## src/rtl/bitcell_serial_reader.sv

```systemverilog
// Captures one parallel word from the bitcells and streams it LSB first over a valid/ready link.
// Define PARITY_EN to append an even-parity bit after the data bits.
module bitcell_serial_reader #(
  parameter int WIDTH = 8,
  parameter int CNT_W = 5
) (
  input  logic             clk,
  input  logic             rst,
  input  logic             load_valid,
  output logic             load_ready,
  input  logic [WIDTH-1:0] load_data,
  output logic             ser_valid,
  input  logic             ser_ready,
  output logic             ser_out,
  output logic             ser_last,
  output logic             busy
);

`ifdef PARITY_EN
  localparam int NBITS = WIDTH + 1;
`else
  localparam int NBITS = WIDTH;
`endif
  localparam logic [CNT_W-1:0] LAST_IDX = CNT_W'(NBITS - 1);

  typedef enum logic [0:0] {IDLE, SHIFT} state_t;

  state_t           state, state_nxt;
  logic [NBITS-1:0] sreg;
  logic [NBITS-1:0] load_word;
  logic [CNT_W-1:0] cnt;
  logic             at_last;
  logic             load_fire;
  logic             xfer_fire;

`ifdef PARITY_EN
  // Parity rides in the top of the shift register so it falls out right after the data.
  assign load_word = {^load_data, load_data};
`else
  assign load_word = load_data;
`endif

  assign at_last = (cnt == LAST_IDX);

  always_ff @(posedge clk or posedge rst) begin
    if (rst) begin
      state <= IDLE;
    end else begin
      state <= state_nxt;
    end
  end

  always_comb begin
    state_nxt  = state;
    load_ready = 1'b0;
    busy       = 1'b0;
    ser_valid  = 1'b0;
    ser_out    = 1'b0;
    ser_last   = 1'b0;
    load_fire  = 1'b0;
    xfer_fire  = 1'b0;
    case (state)
      IDLE: begin
        load_ready = 1'b1;
        load_fire  = load_valid;
        if (load_valid) begin
          state_nxt = SHIFT;
        end
      end
      SHIFT: begin
        busy      = 1'b1;
        ser_valid = 1'b1;
        ser_out   = sreg[0];
        ser_last  = at_last;
        xfer_fire = ser_ready;
        if (ser_ready && at_last) begin
          state_nxt = IDLE;
        end
      end
      default: state_nxt = IDLE;
    endcase
  end

  always_ff @(posedge clk or posedge rst) begin
    if (rst) begin
      sreg <= '0;
      cnt  <= '0;
    end else if (load_fire) begin
      sreg <= load_word;
      cnt  <= '0;
    end else if (xfer_fire) begin
      sreg <= {1'b0, sreg[NBITS-1:1]};
      cnt  <= at_last ? '0 : cnt + CNT_W'(1);
    end
  end

endmodule
```

## config.mk

```make
export PLATFORM = sky130hd
export DESIGN_NAME = bitcell_serial_reader
export DESIGN_NICKNAME = d
export VERILOG_FILES = /design/src/rtl/bitcell_serial_reader.sv
export SDC_FILE = /design/constraint.sdc
export NUM_CORES = 1
export LEC_CHECK = 0
export CORE_MARGIN = 5
export CORE_UTILIZATION = 55
export DETAILED_ROUTE_END_ITERATION = 8
export DONT_BUFFER_PORTS = 1
export GPL_ROUTABILITY_DRIVEN = 0
export PLACE_DENSITY = 0.75
export SLEW_MARGIN = 40
export SYNTH_ARGS = -nofsm -noshare
export SYNTH_HDL_FRONTEND = slang
export SYNTH_SLANG_ARGS = --single-unit
```

## constraint.sdc

```tcl
create_clock -name clk -period 1.9 [get_ports clk]
set_input_delay 0.38 -clock clk [delete_from_list [all_inputs] [get_ports clk]]
set_output_delay 0.38 -clock clk [all_outputs]
set_load 0.1 [all_outputs]
```

==> results.yml, run 1 <==
status:
  status: "complete, no violations"
route:
  vias: 588
  drcViolationCount: 0
  via_per_inst: 5.94
  firstDrtPassIters: 4
  routed_wl_um: 1500
  drt_iter0_drc: 4
  wire_per_inst_um: 15.1
  ant_nets: 0
clocking:
  cts_root_buf: "clkbuf_4"
  htree_num_levels: 1
  clk_latency_ns: 0.27
  cts_sinks: 14
  cts_tree: "done"
  numCtsBuffers: 3
  cts_hold_buffers: 0
  clkTransAtPathRegs_ns: 0.09
  clockBufferDepth: 2
sta:
  skew_ns: 0.00160
  fmax_ghz: 0.551
  finalHoldViolCount: 0
  tightestPinTransition_ns: 0.546
  finalSetupTns_ns: 0
  relSlewSlack_pct: 63.9
  fin_crit_sh_pct: 95.5
  drv_slew: 0
  fin_crit_ns: 1.82
  setup_ws_ns: 0.0848
  setup_viol: 0
final_layout:
  postLayoutCellArea_sq_um: 855
  area_growth_pct: 14.6
  drive_gt1_share_pct: 16.7
  finalNetCount: 98
  fillers: 112
  instances_no_fill: 99
  n_antenna_cell: 0
critical_path:
  worst_setup_path_start_kind: "register"
  crit_type: "register to primary output"
  crit_fanout: 4
  cp-end-kind: "primary output"
  critical_path_arrival_ns: 1.44
  crit_family: "flip-flops"
  cp_num_buf_inv: 1
  worstSetupStartpoint: "cnt[0]"
  r2r_start: "cnt[0]"
  required_ns: 1.52
  worstPathCellList: "ha_2 -> nand2_1 -> nor4_4 -> buf_12"
  max_stage_delay_ns: 0.41
  critPathSlowestCell: "dfrtp_1"
placement:
  port_buffers: 0
  dp_hpwl_um: 1070
  placed_area_sq_um: 801
  dp_cells: 93
  post-place-ws_ns: 0.319
pwr:
  power.density_nw_per_um2: 1430
  power_w: 0.00123
  p_leak_nw: 0.404
  irDropWorstVdd_v: 0.000717
floorplanning:
  die_w_um: 46.8
  die_h_um: 46.8
  ios: 17
  die_area_sq_um: 2190
  core_sq_um: 1280
  initial_core_util_pct: 58.0
  rows: 13
logic_synthesis:
  synth_edf_count: 0
  synth_top_cells_by_count: "14 x dfrtp_1, 14 x nand2_1, 7 x a21oi_1"
  yosysSeqAreaShare_pct: 47.0
  syn_avg_cell_area_sq_um: 9.44
  synth_top_cells_by_area: "dfrtp_1 47%, mux2i_1 8.1%, nand2_1 7.0%"
  synth_area_leader_cell: "dfrtp_1"
  synth-seq-cells: 14
  ys.flop_type: "dfrtp_1"
  synthArstFlopShare_pct: 100
  syn_area_sq_um: 746
  synthesis.instances: 79
  syn_nets: 92
  yosys_warnings: 0
  synth_cell_types: 23
  synth_top_area_share_pct: 47.0
global_route:
  overflow: 0
  grt_pass1_vias: 565
  busiest_layer: "met2"
  grt_max_degree: 25
  grt_use_met3_pct: 2.68
  met1_usage_pct: 19.6
  track_usage_pct: 15.3
  use_met2_pct: 25.7
  antenna_found_initial: 0
  grt_pass1_wl_um: 2410
hold_path:
  min_path_type: "input port to async pin"
job:
  maxCapViolCount: 0
[final timing paths]
path	endpoint	slack (ns)	cells after the start
max	ser_last	0.08	4
max in group asynchronous	state	1.52	1
max reg2reg	cnt[1]	0.53	4
min	sreg[7]	0.01	1
min in group clk	sreg[7]	0.20	1
min reg2reg	sreg[5]	0.50	2
[metal layers]
metal | routed length, um | vias to the layer above | share of wire (%)
li1 | - | 292 | -
met1 | 704 | 276 | 47
met2 | 688 | 16 | 46
met3 | 88 | 4 | 5.9
met4 | 16 | 0 | 1.1
met5 | 0 | - | 0
[where the power goes]
part           internal, W  total (W)  switching (W)  leakage [nW]
Clock             0.000116   0.000211      0.0000950        0.0210
Sequential        0.000401   0.000502       0.000101         0.180
Combinational     0.000194   0.000512       0.000318         0.203
[worst reg2reg max path: stages, from the launching register on]
cell,delay [ns]
dfrtp_1,0.41
ha_2,0.22
nand2_1,0.12
nor3_1,0.33
o21ai_0,0.17
[repair_timing]
item | CTS | global route
gates resized for setup | 0 | 1
setup buffers | 0 | 2
endpoints found under the setup margin | 0 | 1
[cell type report]
class / instances / area, sq um / share of cell area (%)
Clock buffer: 4 / 36.3 / 4.25
Inverter: 4 / 15.0 / 1.76
Multi-Input combinational cell: 56 / 360 / 42.2
Sequential cell: 14 / 354 / 41.4
Tap cell: 15 / 18.8 / 2.20
Timing Repair Buffer: 6 / 70.1 / 8.20
[metrics by stage]
stage / util [%] / hold slack (ns)
final: 66.5 / 0.00989
after global routing: 66.5 / 0.0677
after CTS: 65.1 / 0.0403
after detailed placement: 62.3 / 0.335
after global placement: 62.3 / 0.333
after floorplan: - / 0.269
[cells in the final DEF, fill, tap and decap left out, drive strengths merged, types with 3 or more instances in the layout]
master and instances:
dfrtp 14, nand2 14, o22ai 3, inv 4
mux2i 6, clkbuf 4, nor2b 5, a21oi 7
a211oi 4, buf 6, o21ai 3
[sequential cells by signal, summed over array words and instances, names as in the netlist]
name	count
state	1
cnt	5
sreg	8
[kinds of logic after synthesis]
| logic type | share of synthesized area [%] |
|---|---|
| adders and majority gates | 1.68 |
| DFF | 47.0 |
| muxes | 8.05 |
| buffers and inverters | 7.21 |
| and+or+nand+nor | 16.6 |
| AOI/OAI and AO/OA | 19.5 |
No activity file was read; power rests on OpenSTA's default activity.
==> run 2: changes to the inputs <==
--- a/config.mk
+++ b/config.mk
@@ -5,12 +5,14 @@
 export SDC_FILE = /design/constraint.sdc
 export NUM_CORES = 1
 export LEC_CHECK = 0
+export CAP_MARGIN = 25
+export CORE_ASPECT_RATIO = 1.2
 export CORE_MARGIN = 5
-export CORE_UTILIZATION = 55
+export CORE_UTILIZATION = 25
 export DETAILED_ROUTE_END_ITERATION = 8
 export DONT_BUFFER_PORTS = 1
 export GPL_ROUTABILITY_DRIVEN = 0
-export PLACE_DENSITY = 0.75
+export PLACE_DENSITY = 0.43
 export SLEW_MARGIN = 40
 export SYNTH_ARGS = -nofsm -noshare
 export SYNTH_HDL_FRONTEND = slang
==> results.yml, run 2 (synthesis results as in run 1) <==
critical_path:
  cp-end-kind: "primary output"
  crit_fanout: 4
  critical_path_arrival_ns: 1.41
  crit_type: "register to primary output"
  worst_setup_path_start_kind: "register"
  required_ns: 1.52
global_route:
  grt_pass1_wl_um: 2900
  overflow: 0
  grt_pass1_vias: 650
  antenna_found_initial: 0
  grt_max_degree: 19
  track_usage_pct: 8.83
route:
  ant_nets: 0
  drcViolationCount: 0
  vias: 605
  wire_per_inst_um: 13.5
  via_per_inst: 5.08
  drt_iter0_drc: 12
  firstDrtPassIters: 2
  routed_wl_um: 1610
floorplanning:
  ios: 17
  die_w_um: 59.9
  rows: 21
  die_h_um: 69.8
  core_sq_um: 2840
  initial_core_util_pct: 26.3
  die_area_sq_um: 4180
pwr:
  power_w: 0.00120
  p_seq_share_pct: 40.7
  comb_power_share_pct: 44.7
  switchingPower_w: 0.000510
  switching_share_pct: 42.5
  p_leak_nw: 0.409
  clockPowerShare_pct: 14.6
  irDropWorstVdd_v: 0.000485
  p_int_w: 0.000689
  power.density_nw_per_um2: 1350
placement:
  dp_hpwl_um: 1210
  port_buffers: 0
  placed_area_sq_um: 845
  dp_cells: 113
clocking:
  numCtsBuffers: 3
  clockBufferDepth: 2
  clk_latency_ns: 0.28
  htree_num_levels: 1
  cts_hold_buffers: 0
  clkTransAtPathRegs_ns: 0.09
  cts_root_buf: "clkbuf_4"
  cts_tree: "done"
  cts_sinks: 14
sta:
  setup_viol: 0
  finalHoldViolCount: 0
  fmax_ghz: 0.559
  tightestPinTransition_ns: 0.546
  fin_crit_ns: 1.79
  skew_ns: 0.0106
  drv_slew: 0
  fin_crit_sh_pct: 94.1
  relSlewSlack_pct: 63.6
final_layout:
  area_growth_pct: 19.1
  reg_top3: "sreg x8, cnt x5, state x1"
  finalNetCount: 99
  n_antenna_cell: 0
  drive_gt1_share_pct: 16.5
  mostFrequentLayoutCells: "14 x nand2_1, 13 x dfrtp_1, 7 x a21oi_1"
  fin_util_pct: 31.3
  postLayoutCellArea_sq_um: 888
  layout_commonest_cell: "nand2_1"
  instances_no_fill: 119
  largest_reg_flops: 8
  regMostFlops: "sreg"
hold_path:
  min_path_type: "input port to async pin"
job:
  maxCapViolCount: 0
status:
  status: "complete, no violations"
-- run 2: cell types whose count changed in the layout (fill, tap and decap cells not counted) --
cell	previous run	this run
buf_12	2	3
clkbuf_1	0	1
clkbuf_8	1	0
-- run 2: worst paths after layout --
check                               start       end  slack, ns  cells past startpoint
worst min register to register    sreg[6]   sreg[5]       0.48                      2
max in group asynchronous             rst     state       1.47                      1
worst max-delay path               cnt[1]  ser_last       0.11                      4
worst max register to register      state   sreg[4]       0.44                      5
min in group clk                ser_ready   sreg[7]       0.22                      1
worst min-delay path                  rst    cnt[3]       0.03                      1
-- run 2: metal layers --
metal | up-vias | GRT usage [%] | share of wire [%]
met2 | 11 | 13.1 | 47
met1 | 299 | 10.6 | 44
li1 | 293 | - | -
met3 | 2 | 3.54 | 7.6
met4 | 0 | 4.68 | 0.81
met5 | - | 0 | 0
-- run 2: stage by stage --
stage | hold slack, ns | worst slack (ns) | TNS [ns]
4_1_cts | 0.0490 | 0.0118 | 0
6_report | 0.0252 | 0.112 | 0
3_5_place_dp | 0.354 | 0.310 | 0
3_3_place_gp | 0.358 | 0.339 | 0
2_1_floorplan | 0.269 | -0.843 | -0.843
5_1_grt | 0.0549 | -0.00140 | -0.00140
-- run 2: final cells by class --
class,count,area (sq um)
Tap cell,34,42.5
Inverter,4,15.0
Sequential cell,14,354
Fill cell,309,1950
Timing Repair Buffer,7,90.1
Clock buffer,4,26.3
Multi-Input combinational cell,56,360
-- run 2: critical path, cell delays in order (launching register included) --
cell     delay, ns
dfrtp_1       0.38
ha_2          0.21
nand2_1       0.12
nor4_4        0.20
buf_12        0.21
-- run 2: power groups by stage --
stage	registers, W	clock network, W	logic (W)
6_report	0.000488	0.000175	0.000536
5_1_grt	0.000506	0.000200	0.000590
4_1_cts	0.000505	0.000186	0.000517
3_5_place_dp	0.000515	0	0.000497
3_3_place_gp	0.000508	0	0.000490
2_1_floorplan	0.000503	0	0.000382
-- run 2: what timing repair did --
item,CTS,global route
resized for setup,0,1
setup buffers,1,1
setup endpoints to repair,1,1
pin swaps,0,1
==> run 3: changes to the inputs <==
--- a/config.mk
+++ b/config.mk
@@ -10,9 +10,8 @@
 export CORE_MARGIN = 5
 export CORE_UTILIZATION = 25
 export DETAILED_ROUTE_END_ITERATION = 8
-export DONT_BUFFER_PORTS = 1
 export GPL_ROUTABILITY_DRIVEN = 0
-export PLACE_DENSITY = 0.43
+export PLACE_DENSITY = 0.51
 export SLEW_MARGIN = 40
 export SYNTH_ARGS = -nofsm -noshare
 export SYNTH_HDL_FRONTEND = slang
==> constraint.sdc (replaced) <==
create_clock -name clk -period 1.8 [get_ports clk]
set_input_delay 0.36 -clock clk [delete_from_list [all_inputs] [get_ports clk]]
set_output_delay 0.36 -clock clk [all_outputs]
set_load 0.1 [all_outputs]
==> results.yml, run 3 (synthesis results as in run 1) <==
status:
  status: "finished with violations"
  violations: "setup timing"
critical_path:
  worst_setup_path_start_kind: "register"
  critical_path_arrival_ns: 1.44
  crit_fanout: 4
  crit_type: "register to primary output"
  required_ns: 1.44
  critPathSlowestCell: "dfrtp_1"
  worstPathCellList: "ha_4 -> nand2_4 -> nor4_4 -> buf_12"
  cp-end-kind: "primary output"
  max_stage_delay_ns: 0.44
sta:
  setup_ws_ns: -0.000325
  relSlewSlack_pct: 62.4
  finalHoldViolCount: 0
  rsz0062_at_grt: "true"
  fin_crit_sh_pct: 100
  timing.hold.ws_ns: 0.423
  skew_ns: 0.00720
  finalSetupTns_ns: -0.000325
  fmax_ghz: 0.555
  setup_viol: 1
  drv_slew: 0
  fin_crit_ns: 1.80
  tightestPinTransition_ns: 0.563
global_route:
  grt_pass1_wl_um: 2840
  overflow: 0
  grt_max_degree: 16
  antenna_found_initial: 0
  track_usage_pct: 8.74
  grt_pass1_vias: 672
final_layout:
  reg_top3: "sreg x8, cnt x5, state x1"
  regMostFlops: "sreg"
  fillers: 297
  n_antenna_cell: 0
  area_growth_pct: 44.6
  regArea_sq_um: 354
  postLayoutCellArea_sq_um: 1080
  finalNetCount: 115
  mostFrequentLayoutCells: "13 x nand2_1, 13 x dfrtp_1, 11 x clkdlybuf4s50_1"
  multiInputGateArea_sq_um: 378
  drive_gt1_share_pct: 19.8
  largest_reg_flops: 8
floorplanning:
  die_h_um: 69.8
  ios: 17
  rows: 21
  die_w_um: 59.9
  initial_core_util_pct: 26.3
  core_sq_um: 2840
  die_area_sq_um: 4180
hold_path:
  min_path_type: "input port to async pin"
pwr:
  power_w: 0.00139
  p_leak_nw: 0.496
  power.density_nw_per_um2: 1290
  irDropWorstVdd_v: 0.000513
placement:
  port_buffers: 16
  post-place-ws_ns: 0.125
  placed_area_sq_um: 1010
  dp_hpwl_um: 1320
clocking:
  clkTransAtPathRegs_ns: 0.09
  cts_root_buf: "clkbuf_4"
  clockBufferDepth: 2
  cts_tree: "done"
  cts_hold_buffers: 0
  htree_num_levels: 1
  numCtsBuffers: 3
  clk_latency_ns: 0.28
  cts_sinks: 14
job:
  maxCapViolCount: 0
route:
  drt_iter0_drc: 14
  routed_wl_um: 1740
  via_per_inst: 4.80
  vias: 648
  firstDrtPassIters: 4
  drcViolationCount: 0
  ant_nets: 0
  wire_per_inst_um: 12.9
run 3: timing repair:
action,4_1_cts,5_1_grt
setup buffers,1,2
endpoints found under the hold margin,0,0
gates resized for setup,1,3
setup endpoints to repair,1,1
pin swaps,1,2
run 3: cell type report:
type                    count  area share [%]
multi-input cells          56            35.0
repair buffers             23            24.4
inverters                   4            1.39
well taps                  34            3.94
clock buffers               4            2.44
flip-flops and latches     14            32.8
run 3: critical path: cells and delay by family, from the launching register on:
kind                     cells  cell delay [ns]
adder cells (fa/ha/maj)      1             0.19
buffers and inverters        1             0.21
flip-flops                   1             0.44
AND/OR/NAND/NOR              2             0.32
run 3: report_power, final:
part	switching [W]	internal (W)	total, W
Combinational	0.000366	0.000297	0.000662
Sequential	0.000115	0.000423	0.000539
Clock	0.000103	0.0000857	0.000189
Total	0.000584	0.000806	0.00139
run 3: final timing paths:
check                      cells after the start        to  slack (ns)     from
setup / recovery                               4  ser_last     -0.0003   cnt[1]
hold / removal                                 2    cnt[3]        0.42      rst
setup reg to reg                               5    cnt[1]        0.42   cnt[1]
hold reg to reg                                2   sreg[6]        0.49  sreg[6]
max in group asynchronous                      2     state        0.96      rst
min in group clk                               2   sreg[6]        0.49  sreg[6]
run 3: per-layer routing:
| metal | GRT usage [%] | vias to the layer above | wire length (um) | share of wire [%] |
|---|---|---|---|---|
| met5 | 0 | - | 0 | 0 |
| met4 | 4.43 | 0 | 35 | 2.0 |
| met1 | 9.23 | 313 | 706 | 41 |
| met3 | 1.68 | 2 | 41 | 2.4 |
| li1 | - | 326 | - | - |
| met2 | 15.6 | 7 | 958 | 55 |
run 3: through the flow:
step / util (%) / instances
finish: 38.0 / 135
detailed placement: 35.6 / 128
CTS: 36.9 / 133
global route: 38.0 / 135
global placement: 35.6 / 128
floorplan: - / 79
